$ cat src/rtl/dram_arbiter_pkg.sv
// Shared definitions for the data-RAM arbiter: FSM states, port indices,
// arbitration modes and default bus widths.
package dram_arbiter_pkg;

  localparam int AW_DEF = 11;
  localparam int DW_DEF = 8;

  localparam logic PORT_CPU = 1'b0;
  localparam logic PORT_AUX = 1'b1;

  localparam int PRIO_RR    = 0;
  localparam int PRIO_FIXED = 1;

  typedef enum logic [1:0] {
    IDLE  = 2'd0,
    ISSUE = 2'd1,
    WAIT  = 2'd2,
    CAPT  = 2'd3
  } state_t;

endpackage

$ cat src/rtl/dram_arbiter_pick2.sv
// Two-way winner select: round-robin against the last winner, or port 0
// always first when mode is set.
module arb_pick2
  import dram_arbiter_pkg::*;
(
  input  logic req0,
  input  logic req1,
  input  logic last,
  input  logic mode,
  output logic any,
  output logic win
);

  // NOTE: every output gets a default before any branch so no latch is inferred.
  always_comb begin
    any = req0 | req1;
    win = PORT_CPU;
    if (req0 && req1) begin
      win = mode ? PORT_CPU : ~last;
    end else if (req1) begin
      win = PORT_AUX;
    end
  end

endmodule

$ cat src/rtl/dram_arbiter.sv
// Shares the single data-BRAM port between the CPU (port 0) and an auxiliary
// master (port 1) using a req/gnt/done handshake; all outputs are registered.
module dram_arbiter
  import dram_arbiter_pkg::*;
#(
  parameter int AW        = AW_DEF,
  parameter int DW        = DW_DEF,
  parameter int RD_LAT    = 1,
  parameter int PRIO_MODE = PRIO_RR
) (
  input  logic          clk,
  input  logic          rst,

  input  logic          r0_req,
  input  logic          r0_we,
  input  logic [AW-1:0] r0_addr,
  input  logic [DW-1:0] r0_wdata,
  output logic          r0_gnt,
  output logic          r0_done,
  output logic [DW-1:0] r0_rdata,

  input  logic          r1_req,
  input  logic          r1_we,
  input  logic [AW-1:0] r1_addr,
  input  logic [DW-1:0] r1_wdata,
  output logic          r1_gnt,
  output logic          r1_done,
  output logic [DW-1:0] r1_rdata,

  output logic [AW-1:0] mem_addr,
  output logic [DW-1:0] mem_wdata,
  output logic          mem_we,
  input  logic [DW-1:0] mem_rdata
);

  state_t     state;
  logic       last;
  logic       cur;
  logic       cur_we;
  logic [1:0] cnt;
  logic       any;
  logic       win;

  arb_pick2 u_pick (
    .req0 (r0_req),
    .req1 (r1_req),
    .last (last),
    .mode (PRIO_MODE == PRIO_FIXED),
    .any  (any),
    .win  (win)
  );

  // NOTE: sequential state uses non-blocking assignments only, so every
  // branch below sees the values from before the edge.
  always_ff @(posedge clk) begin
    if (rst) begin
      state     <= IDLE;
      last      <= PORT_AUX;
      cur       <= PORT_CPU;
      cur_we    <= 1'b0;
      cnt       <= 2'd0;
      r0_gnt    <= 1'b0;
      r1_gnt    <= 1'b0;
      r0_done   <= 1'b0;
      r1_done   <= 1'b0;
      mem_we    <= 1'b0;
      mem_addr  <= '0;
      mem_wdata <= '0;
      r0_rdata  <= '0;
      r1_rdata  <= '0;
    end else begin
      case (state)
        // CAPT is the read done cycle and samples requests exactly like IDLE,
        // which lets a new grant follow a read with no bubble.
        IDLE, CAPT: begin
          r0_done <= 1'b0;
          r1_done <= 1'b0;
          if (any) begin
            cur       <= win;
            last      <= win;
            r0_gnt    <= (win == PORT_CPU);
            r1_gnt    <= (win == PORT_AUX);
            mem_addr  <= (win == PORT_AUX) ? r1_addr  : r0_addr;
            mem_wdata <= (win == PORT_AUX) ? r1_wdata : r0_wdata;
            mem_we    <= (win == PORT_AUX) ? r1_we    : r0_we;
            cur_we    <= (win == PORT_AUX) ? r1_we    : r0_we;
            state     <= ISSUE;
          end else begin
            state <= IDLE;
          end
        end

        ISSUE: begin
          r0_gnt <= 1'b0;
          r1_gnt <= 1'b0;
          mem_we <= 1'b0;
          if (cur_we) begin
            r0_done <= (cur == PORT_CPU);
            r1_done <= (cur == PORT_AUX);
            state   <= IDLE;
          end else begin
            cnt   <= 2'(RD_LAT - 1);
            state <= WAIT;
          end
        end

        WAIT: begin
          if (cnt == 2'd0) begin
            if (cur == PORT_AUX) r1_rdata <= mem_rdata;
            else                 r0_rdata <= mem_rdata;
            r0_done <= (cur == PORT_CPU);
            r1_done <= (cur == PORT_AUX);
            state   <= CAPT;
          end else begin
            cnt <= cnt - 2'd1;
          end
        end

        default: state <= IDLE;
      endcase
    end
  end

endmodule

$ cat config.mk
export PLATFORM = sky130hd
export DESIGN_NAME = dram_arbiter
export DESIGN_NICKNAME = d
export VERILOG_FILES = /design/src/rtl/dram_arbiter_pkg.sv /design/src/rtl/dram_arbiter_pick2.sv /design/src/rtl/dram_arbiter.sv
export SDC_FILE = /design/constraint.sdc
export NUM_CORES = 1
export LEC_CHECK = 0
export BUFFER_PORTS_ARGS = -buffer_cell sky130_fd_sc_hd__clkbuf_2
export CORE_MARGIN = 4
export CORE_UTILIZATION = 35
export DETAILED_ROUTE_END_ITERATION = 10
export GPL_ROUTABILITY_DRIVEN = 0
export GPL_TIMING_DRIVEN = 0
export PLACE_DENSITY_LB_ADDON = 0.1
export SYNTH_ARGS = -nofsm -noshare
export SYNTH_HDL_FRONTEND = slang
export SYNTH_SLANG_ARGS = --single-unit
$ cat constraint.sdc
create_clock -name clk -period 1.83 [get_ports clk]
set_clock_uncertainty 0.2 [all_clocks]
set_input_delay 0.366 -clock clk [delete_from_list [all_inputs] [get_ports clk]]
set_output_delay 0.366 -clock clk [all_outputs]
set_load 0.02 [all_outputs]
# Yosys cells after proc, flatten, opt, wreduce, memory -nomap -nowiden
# Cells that the tools add are included.
[word_totals] reg_bits=47 in_bits=52 word_cells=63
[op_classes] n_addsub=1 eq_ne=8 mux=24 n_bitwise=4 reduce_logical=12
[op_table] cell="two-way mux 1 bit" count=11
[op_table] cell="two-way mux 11 bit" count=1
[op_table] cell="inequality test 2 bit (second input constant)" count=5
[op_table] cell="AND reduction 3 bit" count=3
[op_table] cell="two-way mux 2 bit" count=4
[op_table] cell="two-way mux 8 bit" count=1
[op_table] cell="one-hot mux 1 bit (2 select lines)" count=3
[op_table] cell="one-hot mux 1 bit (3 select lines)" count=2
[op_table] cell="one-hot mux 2 bit (3 select lines)" count=1
[op_table] cell="AND reduction 2 bit" count=3
[op_table] cell="== test 2 bit (second input constant)" count=2
[op_table] cell="zero test 2 bit" count=2
[op_table] cell="one-hot mux 2 bit (2 select lines)" count=1
[op_table] cell="nonzero test 2 bit" count=2
[op_table] cell="inverter 1 bit" count=3
[op_table] cell="== test 2 x 1 -> 1 bit (second input constant)" count=1
[op_table] cell="OR reduction 2 bit" count=1
[op_table] cell="subtractor 2 x 1 -> 2 bit (second input constant)" count=1
[op_table] cell="logical AND 1 bit" count=1
[op_table] cell="bitwise OR 1 bit" count=1

# Logic depth before layout (Yosys ltp)
[logic_depth] word_depth=5 ltp_mapped=7 ltp_nobuf=5

# Cells and area by module
# From an unflattened synthesis, not the netlist that was laid out.
[unflattened] hier_cells=210 hier_area_um2=2048.2
[modules_own_cells] mod="dram_arbiter" n_inst=1 cells_per_inst=207 area_each_um2=2030.7 seq_area_each_um2=940.9
[modules_own_cells] mod="arb_pick2" n_inst=1 cells_per_inst=3 area_each_um2=17.5 seq_area_each_um2=0.0

# Worst setup path before layout
# Ideal clock, no wire load.
[synth_timing] kind="register to register" startpoint="reg state[0]" endpoint="reg r0_done" setup_ns=0.070 arrival_time_ns=1.481 slack_ns=0.079 path_stages_with_launch=6 n_path_buf=1 synth_period_minus_slack_ns=1.751 path_cell_list="dfxtp_1 inv_1 ha_1 buf_2 or4_1 a21oi_1"
[synth_between] elab_chain_cells=3 word_cells_on_any_way=9 classes_between="eq/ne: 5; mux: 1; reduce/logical: 3"
[synth_lines] item="start, declared" line="dram_arbiter.sv:36" rtl="state_t state;"
[synth_lines] item="start signal, assigned" line="dram_arbiter.sv:57" rtl="state <= IDLE;"
[synth_lines] item="start signal, assigned" line="dram_arbiter.sv:87" rtl="state <= ISSUE;"
[synth_lines] item="start signal, assigned" line="dram_arbiter.sv:89" rtl="state <= IDLE;"
[synth_lines] item="== test 2 bit (tied with other cells)" line="dram_arbiter.sv:72" rtl="case (state)"
[synth_lines] item="OR reduction 2 bit or inequality test 2 bit (tied branches)"
[synth_lines] item="one-hot mux 1 bit (3 select lines) or AND reduction 2 bit (tied branches)"
[synth_lines] item="end signal, assigned" line="dram_arbiter.sv:98" rtl="r0_done <= (cur == PORT_CPU);"
[synth_lines] item="end signal, assigned" line="dram_arbiter.sv:111" rtl="r0_done <= (cur == PORT_CPU);"
[synth_lines] item="end, declared" line="dram_arbiter.sv:19" rtl="output logic r0_done,"
# Parallel ways exist; a longest one is shown, timed or not.
# A chain may end at the register's enable or synchronous reset.

# Final worst setup path
[layout_timing] startpoint="reg state[0]" endpoint="reg r1_done"
[layout_between] elab_chain_cells=3 word_cells_on_any_way=9 classes_between="eq/ne: 5; mux: 1; reduce/logical: 3"
[layout_lines] item="== test 2 bit (tied with other cells)" line="dram_arbiter.sv:72"
[layout_lines] item="OR reduction 2 bit or inequality test 2 bit (tied branches)"
[layout_lines] item="one-hot mux 1 bit (3 select lines) or AND reduction 2 bit (tied branches)"
[layout_lines] item="end signal, assigned" line="dram_arbiter.sv:99" rtl="r1_done <= (cur == PORT_AUX);"
[layout_lines] item="end signal, assigned" line="dram_arbiter.sv:112" rtl="r1_done <= (cur == PORT_AUX);"
[layout_lines] item="end, declared" line="dram_arbiter.sv:27" rtl="output logic r1_done,"
# Parallel ways exist; a longest one is shown, timed or not.

==> impl_metrics.json <==
{
  "status": "complete, no violations",
  "nets": 385,
  "netlist.area_leader.share_pct": 46.88,
  "final_design_area_no_fill_mm2": 0.002683,
  "cp_slowest_stage_delay_ns": 0.50,
  "busiest_layer": "met2",
  "route.vias.total": 1969,
  "wl_per_cell_um": 13.44,
  "p_sw_share_pct": 30.33,
  "required_ns": 1.87,
  "netlist_instances": 230,
  "synthTopCellsByArea": "dfxtp_1 47%, a21oi_1 10%, mux2i_1 8.0%",
  "drive_gt1_share_pct": 36.89,
  "seq_area_frac_synth_pct": 46.88,
  "slew_headroom_pct": 66.44,
  "setup_ws_ns": 0.04778,
  "power_density_mw_per_mm2": 857.8,
  "ioPinCount": 92,
  "seqCellArea_um2": 943.4,
  "drt-total-wl_um": 5374,
  "grtUsageMet1_pct": 18.89,
  "worst_pin_slew_ns": 0.5034,
  "grt_pass1_wl_um": 9135,
  "clkPwrFrac_pct": 27.6,
  "dp.final_hpwl_um": 3962,
  "synth_edf_count": 0,
  "synth.avg_cell_area_um2": 8.726,
  "die_w_um": 83.73,
  "synth_top_cell_by_area": "dfxtp_1",
  "place_area_mm2": 0.002547,
  "fmax_mhz": 561.1,
  "drc_errors": 0,
  "cpMaxStageDelayCell": "or4b_1",
  "met2_usage_pct": 27.33,
  "worstSetupPathType": "reg2reg",
  "max_cap_viol_count": 0,
  "synth_area_mm2": 0.002007,
  "critPathLaunchType": "flip-flop",
  "hold_class": "in2reg",
  "yosys-top-cells-count": "47 x dfxtp_1, 42 x a21oi_1, 24 x o21ai_0, 23 x nand2_1, 19 x nor2_1",
  "crit_fanout": 7,
  "finalCoreUtilization_pct": 48.42,
  "grt_remaining_overflow": 0,
  "end_kind": "flip-flop",
  "die_height_um": 83.73,
  "fin_setup_tns_ns": 0,
  "insertion_delay_ns": 0.30,
  "place_ws_ns": -0.2677,
  "combPwrFrac_pct": 22.7,
  "ys_seq_elements": 47,
  "cp.arrival_ns": 1.82,
  "yosys.cell_count.top_type": "dfxtp_1",
  "grtUsageMet3_pct": 5.035,
  "drt_iter0_markers": 125,
  "grt_max_degree": 14,
  "cts-root-buf": "clkbuf_8",
  "cts_tree": "yes",
  "viasPerCell": 4.923,
  "seqPwrFrac_pct": 49.7,
  "path_cells": "inv_4 -> ha_2 -> buf_6 -> nor2b_4 -> or4b_1 -> a21oi_1",
  "peakVddDrop_uv": 497.8,
  "synthDistinctLibCells": 34,
  "dieArea_mm2": 0.007010,
  "synth_warnings": 0,
  "p_leak_nw": 1.338,
  "start_util_pct": 36.22,
  "cts_sinks": 47,
  "diodes": 0,
  "ant_nets": 0,
  "slew_viol_final": 0,
  "antenna_found_initial": 0,
  "switching_power_mw": 0.6980,
  "nFillCells": 590,
  "h-tree-depth": 2,
  "numCtsBuffers": 5,
  "hold_viol_final": 0,
  "p_int_mw": 1.603,
  "path_delay_family": "simple AND/OR/NAND/NOR gates",
  "period_share_pct": 97.39,
  "grt_usage_pct": 15.93,
  "async_flop_share_pct": 0,
  "setup_viol": 0,
  "final.min_clock_period_ns": 1.782,
  "area_delta_synth_final_pct": 33.67,
  "num_rows": 27,
  "rsz0062_at_grt": "true",
  "clk_transition_reported_paths_ns": 0.09,
  "clk_path_buf_depth": 2,
  "core_area_mm2": 0.005540,
  "synth_nets": 287,
  "grt_pass1_vias": 2036,
  "worstPathBufferInverterCount": 2,
  "portBuffers": 90,
  "multiInputGateArea_um2": 973.4,
  "synth_ff_type": "dfxtp_1",
  "firstDrtPassIters": 4
}
==> kinds of logic (layout without fill, tap and decap cells) <==
| group | Yosys count | after routing | share of synthesized area, % |
|---|---|---|---|
| fa+ha+maj | 5 | 5 | 3.117 |
| simple gates | 55 | 55 | 12.84 |
| flops | 47 | 47 | 46.88 |
| buf+inv | 25 | 123 | 5.735 |
| compound gates | 81 | 81 | 22.88 |
| mux | 17 | 17 | 8.541 |
==> power by group through the flow <==
stage / Sequential (mW) / Combinational, mW / Clock (mW)
floorplan: 1.24 / 0.229 / 0
global placement: 1.16 / 0.501 / 0
detailed placement: 1.16 / 0.506 / 0
CTS: 1.14 / 0.519 / 0.655
global route: 1.15 / 0.582 / 0.721
finish: 1.14 / 0.522 / 0.635
==> path summary, 6_finish.rpt <==
kind	startpoint	cells past startpoint	slack (ns)	endpoint
max	state[0]$_SDFFE_PP0P_	6	0.05	r1_done$_SDFFE_PP0P_
min reg2reg	mem_we$_SDFFE_PP0P_	2	0.29	mem_we$_SDFFE_PP0P_
min	r0_wdata[4]	3	0.08	mem_wdata[4]$_SDFFE_PP0P_
max reg2reg	state[0]$_SDFFE_PP0P_	6	0.05	r1_done$_SDFFE_PP0P_
==> flip-flops by register name (all words and copies together), names as in the netlist, 2 cells and up <==
| signal | flops |
|---|---|
| cnt | 2 |
| mem_addr | 11 |
| mem_wdata | 8 |
| r0_rdata | 8 |
| r1_rdata | 8 |
| state | 2 |
==> layout by cell type, fill, tap and decap left out, types with 2 or more instances in the layout <==
cell type,netlist,final
mux2i_1,16,16
nand3b_1,2,2
o21ai_0,24,23
o311ai_0,2,2
o32ai_1,4,4
and2_1,2,2
buf_6,2,2
clkbuf_8,0,6
nand2_1,23,23
clkbuf_4,0,2
inv_1,8,7
dfxtp_2,0,2
clkbuf_2,0,92
clkbuf_1,8,4
dfxtp_1,47,45
a21oi_1,42,41
o41ai_1,2,2
buf_2,5,4
nor2_1,19,19
ha_1,5,3
nand3_1,2,2
buf_4,0,2
==> per-stage QoR <==
stage               instances  hold WS (ns)  total power [mW]
floorplan                 230        0.2586             1.471
global placement          392        0.2600             1.666
detailed placement        392        0.2720             1.670
CTS                       399       0.06934             2.317
global route              400       0.06996             2.458
finish                    400       0.07720             2.301
==> per-layer routing <==
layer  part of all wire [%]  routed length (um)
met2                     46                2477
met1                     45                2445
met4                    1.7                  89
met3                    6.7                 362
met5                      0                   0
==> worst register-to-register path: stages, from the launching register on <==
cell and delay, ns:
dfxtp_2 0.38, inv_4 0.06, ha_2 0.19, buf_6 0.13, nor2b_4 0.14, or4b_1 0.50, a21oi_1 0.13
==> timing repair <==
action	CTS	global route
resized for setup	10	7
gates cloned	0	0
hold endpoints to repair	0	0
pin swaps	0	2
endpoints found under the setup margin	25	19
hold buffers	0	0
buffers inserted	0	1
==> area by class of cell <==
cell class | count | area share (%)
inverters | 9 | 1.353
well taps | 72 | 3.358
flip-flops and latches | 47 | 35.17
clock inverters | 1 | 0.1866
clock buffers | 6 | 3.078
multi-input cells | 158 | 36.29
repair buffers | 91 | 17.07
plain buffers | 16 | 3.498
(Power assumes the default switching activity.)
